===== src/rtl/wb_port_arbiter.sv =====
// Writeback port arbiter: two requesters share one register-file write port,
// with a starvation guard for the long-latency path and a RAW busy scoreboard.
module wb_port_arbiter #(
  parameter int unsigned STARVE_LIMIT = 4,
  parameter int unsigned CNT_W        = 3
) (
  input  logic        clk,
  input  logic        rst,
  input  logic        r0_valid,
  input  logic [4:0]  r0_rd,
  input  logic [31:0] r0_data,
  output logic        r0_ready,
  input  logic        r1_valid,
  input  logic [4:0]  r1_rd,
  input  logic [31:0] r1_data,
  output logic        r1_ready,
  input  logic        iss_valid,
  input  logic [4:0]  iss_rd,
  output logic        wb_we,
  output logic [4:0]  wb_reg,
  output logic [31:0] wb_data,
  output logic [31:0] busy
);

  localparam logic [CNT_W-1:0] LIMIT = CNT_W'(STARVE_LIMIT);

  logic [CNT_W-1:0] cnt_q, cnt_nxt;
  logic [31:0]      busy_q, busy_nxt;
  logic             force_r1;
  logic             acc;
  logic [4:0]       acc_rd;
  logic [31:0]      acc_data;

  // Handshake: a transfer happens when rN_valid && rN_ready. Readies depend only
  // on the valids and the starvation counter, at most one is high, and a ready
  // is never high without its valid. Denied requesters hold their request.
  always_comb begin
    force_r1 = r1_valid && (cnt_q == LIMIT);
    r1_ready = force_r1 || (r1_valid && !r0_valid);
    r0_ready = r0_valid && !r1_ready;
    acc      = r0_ready || r1_ready;
    acc_rd   = r1_ready ? r1_rd   : r0_rd;
    acc_data = r1_ready ? r1_data : r0_data;
  end

  always_comb begin
    cnt_nxt = '0;
    if (r1_valid && !r1_ready)
      cnt_nxt = (cnt_q == LIMIT) ? cnt_q : cnt_q + 1'b1;
  end

  // Clear on accept, then set on issue, so a same-cycle reissue stays busy.
  always_comb begin
    busy_nxt = busy_q;
    if (acc && acc_rd != 5'd0)
      busy_nxt[acc_rd] = 1'b0;
    if (iss_valid && iss_rd != 5'd0)
      busy_nxt[iss_rd] = 1'b1;
    busy_nxt[0] = 1'b0;
  end

  always_ff @(posedge clk) begin
    if (rst) begin
      cnt_q  <= '0;
      busy_q <= '0;
    end else begin
      cnt_q  <= cnt_nxt;
      busy_q <= busy_nxt;
    end
  end

  // Writes to x0 complete the handshake but never raise the write enable.
  always_ff @(posedge clk) begin
    if (rst) begin
      wb_we   <= 1'b0;
      wb_reg  <= '0;
      wb_data <= '0;
    end else if (acc) begin
      wb_we   <= (acc_rd != 5'd0);
      wb_reg  <= acc_rd;
      wb_data <= acc_data;
    end else begin
      wb_we   <= 1'b0;
    end
  end

  assign busy = busy_q;

endmodule


===== config.mk =====
export PLATFORM = sky130hd
export DESIGN_NAME = wb_port_arbiter
export DESIGN_NICKNAME = d
export VERILOG_FILES = /design/src/rtl/wb_port_arbiter.sv
export SDC_FILE = /design/constraint.sdc
export NUM_CORES = 1
export LEC_CHECK = 0
export CAP_MARGIN = 30
export CORE_MARGIN = 4
export CORE_UTILIZATION = 42
export CTS_CLUSTER_SIZE = 24
export DETAILED_ROUTE_END_ITERATION = 16
export HOLD_SLACK_MARGIN = 0.05
export PLACE_DENSITY = 0.77
export SYNTH_ARGS = -nofsm -noshare
export SYNTH_HDL_FRONTEND = slang
export SYNTH_SLANG_ARGS = --single-unit

===== constraint.sdc =====
create_clock -name clk -period 2.5 [get_ports clk]
set_clock_uncertainty 0.05 [all_clocks]
set_input_delay 0.375 -clock clk [delete_from_list [all_inputs] [get_ports clk]]
set_output_delay 0.375 -clock clk [all_outputs]
set_load 0.02 [all_outputs]

==> impl_metrics.ini, run 1 <==
[timing]
maximum_operating_frequency_mhz = 426
timing.final.max_slew_violations = 0
worst-slew-pin-transition_ns = 0.609
final_period_minus_worst_setup_slack_ns = 2.35
fin_worst_hold_slack_ns = 0.326
fin_setup_tns_ns = 0
min_period_over_period = 0.939
setup_repair_after_global_routing_missed_its_margin = false
slew_headroom = 0.593
final_count_of_negative_setup_slack_endpoints = 0
hold_violations = 0

[setup_path]
regToRegSetupSlack_ns = 0.29
reg2reg_to = busy[9]$_SDFF_PP0_
start_of_the_worst_register_to_register_path = cnt_q[0]$_SDFFE_PP0P_
startpoint_type = register
worst_ep_required_time_ns = 2.08
worstSetupEndpointType = primary output
timing.critical_path.arrival_ns = 1.92
timing_worst_setup_path_type = register to primary output
crit_start = cnt_q[0]$_SDFFE_PP0P_
timing.critical_path.fanout_max = 8
r2r.worst_path.cells = 6

[synth]
synth.lib_cells_used.distinct = 45
dominantRegCellSynth = dfxtp_1
seq_cells_post_synth = 72
synth_enable_flop_cells = 0
synth.yosys.seq_area_share = 0.414
mappedNetlistArea_sq_mm = 0.00348
async_set_or_reset_flop_fraction_in_the_synthesized_netlist = 0
mappedNetlistNets = 465
synthCells = 379
synth-warning-count = 0
avgSynthCellArea_sq_um = 9.18

[cells_and_area]
final_cells = 645
insertedDiodeCount = 0
area_growth_pct = 55.4
max_reg_flops = 32
post-route-cell-area_sq_mm = 0.00541
finalNetCount = 624
final_core_util = 0.686
final_layout_size_suffix_gt1_frac = 0.0773

[power]
leakage_nw = 2.05
peakVddDrop_mv = 0.295
power_density_mw_per_mm2 = 524

[drt]
route.antenna.remaining_nets = 0
firstDrtPassIters = 5
drc = 0
vias = 3767
detail_route.wl_per_cell_um = 18.6
drtIter0Drc = 195
detail_route.wirelength_mm = 12.0
vias_per_cell = 5.84

[clock_tree]
post_cts_buffers = 0
insertion_delay_ns = 0.34
cts_num_sinks = 72
cts.hold.buffers_added = 0
cts_resized = 2
cts-root-to-sink-buffers = 2
cts_inserted_buffers = 9
clock_tree_from_tritoncts = yes
cts.reportedPaths.clkPinSlew_ns = 0.08
clk_root_buffer_cell = clkbuf_8
cts.htree.levels = 3

[grt]
initial_antenna_violation_count = 0
number_of_global_route_vias_before_repair = 3894
grt_max_degree = 49
grt_use_total = 0.247
grt_pass1_wl_mm = 19.6
grt_overflow = 0

[placed_design]
dpl_cell_area_sq_mm = 0.00519
buffer_ports.inserted = 154
place.gp.congestion = 0.932
dp.cells = 629
post-dp-hpwl_mm = 8.94

[die]
pin_count = 156
design.core.area_sq_mm = 0.00789
std_cell_rows = 32
initial_core_util = 0.441
die_area_sq_mm = 0.00981
die-height_um = 99.0
die_width_um = 99.0

[status]
status = finished clean

[worst_hold_path]
hold_path_depth = 2
hp-class = input port to register
worstHoldEndpoint = busy[28]$_SDFF_PP0_
hold_path_startpoint = rst

[flow_run]
max-cap-violations = 0
per-layer routing:
layer	wire (um)	vias to the layer above	share of wire	global-route usage
li1	-	1776	-	-
met1	4720	1760	0.39	0.286
met2	5750	212	0.48	0.418
met3	1290	19	0.11	0.0870
met4	241	0	0.020	0.0945
met5	0	-	0	0
metrics by stage:
stage | setup slack [ns] | power (mW)
floorplan | 0.312 | 1.53
global placement | 0.152 | 1.85
detailed placement | 0.0731 | 1.86
CTS | 0.150 | 2.86
global route | 0.0205 | 2.96
finish | 0.154 | 2.83
report_power, final:
group	internal, mW	total, mW	switching (mW)
sequential	1.20	1.23	0.0301
combinational	0.306	0.606	0.300
clock	0.570	0.993	0.424
total	2.08	2.83	0.754
worst max-delay path, stage by stage (launching register included):
cell and delay (ns):
dfxtp_1 0.34, inv_1 0.06, ha_1 0.24, a21bo_1 0.30, nand2_2 0.14, and2_1 0.16, dlygate4sd2_1 0.34
cell usage in the layout, fill, tap and decap left out, types with 7 or more instances in the layout:
master           instances
nand2_1                 21
a21oi_1                  8
a211oi_1                34
nor2_1                  46
mux2i_1                 33
inv_1                   11
dfxtp_1                 72
a311oi_1                 7
a22o_1                  12
buf_4                   23
clkbuf_8                13
a32o_1                  18
a22oi_1                  7
nand3_1                  7
clkdlybuf4s50_1        150
cells in the mapped netlist, drive strengths merged, types with 4 or more instances:
cell type,instances,area [sq um]
dfxtp,72,1440
nor2,46,173
a211oi,34,255
mux2i,33,330
nand2,22,82.6
a32o,18,180
buf,15,67.6
clkbuf,14,52.6
a22o,12,105
inv,11,41.3
a21oi,8,40.0
a22oi,7,52.6
a311oi,7,61.3
nand3,7,35.0
a221o,6,60.1
nand4,6,37.5
o2111ai,6,52.6
nand2b,5,31.3
nor3b,5,37.5
o21ai,5,25.0
nand4b,4,35.0
area by class of cell:
class                      instances  area, sq um
multi-input combinational        267         1880
fill                             629         2480
inverter                          11         41.3
tap                              102          128
clock buffer                      14          183
timing repair buffer             177         1700
clock inverter                     2         35.0
sequential                        72         1440
worst max path at each step:
| stage | end | slack, ns | cells past startpoint |
|---|---|---|---|
| 2_1_floorplan | r0_ready | 0.31 | 8 |
| 3_3_place_gp | busy[28]$_SDFF_PP0_ | 0.15 | 6 |
| 3_5_place_dp | busy[28]$_SDFF_PP0_ | 0.07 | 6 |
| 4_1_cts | r0_ready | 0.15 | 6 |
| 5_1_grt | r0_ready | 0.02 | 6 |
| 6_report | r0_ready | 0.15 | 6 |
cell families after synthesis:
| group | share of synthesized area |
|---|---|
| AO/OA/AOI/OAI | 0.283 |
| adder cells (fa/ha/maj) | 0.00719 |
| buffers and inverters | 0.0464 |
| flip-flops | 0.414 |
| multiplexers | 0.0949 |
| other | 0.00108 |
| AND/OR/NAND/NOR | 0.154 |
Note: power is estimated with default switching activity, not from simulation.
==> inputs of run 2 (changes only) <==
--- a/config.mk
+++ b/config.mk
@@ -6,7 +6,6 @@
 export NUM_CORES = 1
 export LEC_CHECK = 0
 export CAP_MARGIN = 30
-export CORE_MARGIN = 4
 export CORE_UTILIZATION = 42
 export CTS_CLUSTER_SIZE = 24
 export DETAILED_ROUTE_END_ITERATION = 16
==> constraint.sdc (replaced) <==
create_clock -name clk -period 2.3 [get_ports clk]
set_clock_uncertainty 0.05 [all_clocks]
set_input_delay 0.345 -clock clk [delete_from_list [all_inputs] [get_ports clk]]
set_output_delay 0.345 -clock clk [all_outputs]
set_load 0.02 [all_outputs]
==> run 2 against run 1 <==
First-iteration DRC count is 7.7% higher. Final area up 1.8%. Wire length decreased by 5.0%. Via count fell by 0.88%. Register-to-register slack worse by 0.14 ns. Worst hold slack worse by 0.023 ns. Critical path type unchanged.
==> impl_metrics.ini, run 2 (synthesis results as in run 1) <==
[drt]
route.antenna.remaining_nets = 0
met1Wirelength_mm = 4.74
vias_per_cell = 5.71
firstDrtPassIters = 5
detailroute.wirelength.met2_mm = 5.61
detail_route.wl_per_cell_um = 17.4
detail_route.wirelength_mm = 11.4
vias = 3734
met3WireLength_um = 904
drc = 0
route.top_layer_used = met4
drtIter0Drc = 210

[placed_design]
buffer_ports.inserted = 154
post-dp-hpwl_mm = 8.51
dpl_cell_area_sq_mm = 0.00528
place.gp.congestion = 0.887

[die]
die_width_um = 93.0
std_cell_rows = 32
design.core.area_sq_mm = 0.00789
initial_core_util = 0.441
pin_count = 156
die_area_sq_mm = 0.00866
die-height_um = 93.0

[worst_hold_path]
hold_path_depth = 2
hp-class = input port to register

[timing]
slew_headroom = 0.595
fin_worst_hold_slack_ns = 0.304
setup_repair_after_global_routing_missed_its_margin = false
final_period_minus_worst_setup_slack_ns = 2.17
timing.final.max_slew_violations = 0
min_period_over_period = 0.945
final_count_of_negative_setup_slack_endpoints = 0
worst-slew-pin-transition_ns = 0.608
hold_violations = 0
maximum_operating_frequency_mhz = 460

[grt]
number_of_global_route_vias_before_repair = 3775
grt_max_degree = 66
initial_antenna_violation_count = 0
grt_overflow = 0
grt_pass1_wl_mm = 18.4
grt_use_total = 0.269

[clock_tree]
clk_root_buffer_cell = clkbuf_8
post_cts_buffers = 0
clock_tree_from_tritoncts = yes
cts_inserted_buffers = 9
cts.htree.levels = 3
cts.hold.buffers_added = 0
cts_num_sinks = 72
cts.reportedPaths.clkPinSlew_ns = 0.08
insertion_delay_ns = 0.34
cts-root-to-sink-buffers = 2

[cells_and_area]
insertedDiodeCount = 0
area_growth_pct = 58.2
layout.cells.most_common_list = clkdlybuf4s50_1, dfxtp_1, nor2_1
finalNetCount = 633
post-route-cell-area_sq_mm = 0.00551
layout.cells.most_common = clkdlybuf4s50_1
max_reg_flops = 32
final_layout_size_suffix_gt1_frac = 0.0996

[power]
report.power.total_mw = 3.15
leakage_nw = 2.09
peakVddDrop_mv = 0.330
power_density_mw_per_mm2 = 573

[setup_path]
timing_worst_setup_path_type = register to primary output
r2r.worst_path.cells = 9
regToRegSetupSlack_ns = 0.15
worstSetupEndpointType = primary output
timing.critical_path.fanout_max = 10
startpoint_type = register
timing.critical_path.arrival_ns = 1.78
worst_ep_required_time_ns = 1.90

[status]
status = finished clean

[flow_run]
max-cap-violations = 0
[run 2: cell types whose count changed in the layout (fill, tap and decap cells not counted), sizes merged]
cell	previous run	this run
dlygate4sd2	2	1
clkinvlp	0	1
inv	11	12
bufinv	1	2
buf	25	34
clkbuf	14	11
clkinv	1	2
[run 2: layout make-up]
| class | instances | area [sq um] |
|---|---|---|
| clock inverter | 6 | 90.1 |
| clock buffer | 10 | 138 |
| fill | 639 | 2380 |
| sequential | 72 | 1440 |
| tap | 102 | 128 |
| timing repair buffer | 186 | 1780 |
| inverter | 11 | 41.3 |
| multi-input combinational | 267 | 1890 |
[run 2: worst max-delay path: stages (launching register included)]
cell           delay (ns)
dfxtp_1              0.34
inv_1                0.06
ha_1                 0.22
a21bo_4              0.27
nand2_2              0.13
inv_1                0.09
dlygate4sd2_1        0.33
[run 2: layer usage]
layer	vias to the layer above	global-route usage
met4	0	0.109
met3	16	0.0797
met5	-	0
li1	1799	-
met2	169	0.444
met1	1750	0.326
[run 2: timing repair]
action,CTS,global route
resized for setup,3,4
pin swaps,0,0
endpoints found under the setup margin,2,8
[run 2: worst paths after layout]
kind | to | start
worst max-delay path | r1_ready | cnt_q[0]$_SDFFE_PP0P_
worst min register to register | busy[2]$_SDFF_PP0_ | busy[2]$_SDFF_PP0_
worst min-delay path | busy[16]$_SDFF_PP0_ | rst
worst max register to register | busy[13]$_SDFF_PP0_ | cnt_q[0]$_SDFFE_PP0P_
[run 2: stage by stage]
stage	instances	TNS (ns)	setup slack [ns]	utilization
floorplan	379	0	0.142	-
global placement	638	0	0.0380	0.669
detailed placement	638	-0.242	-0.0631	0.669
CTS	654	0	0.0206	0.697
global route	654	0	0.0257	0.698
finish	654	0	0.127	0.698
[run 2: power by group]
part | internal [mW] | switching, mW
Sequential | 1.31 | 0.0343
Combinational | 0.345 | 0.323
Clock | 0.644 | 0.500
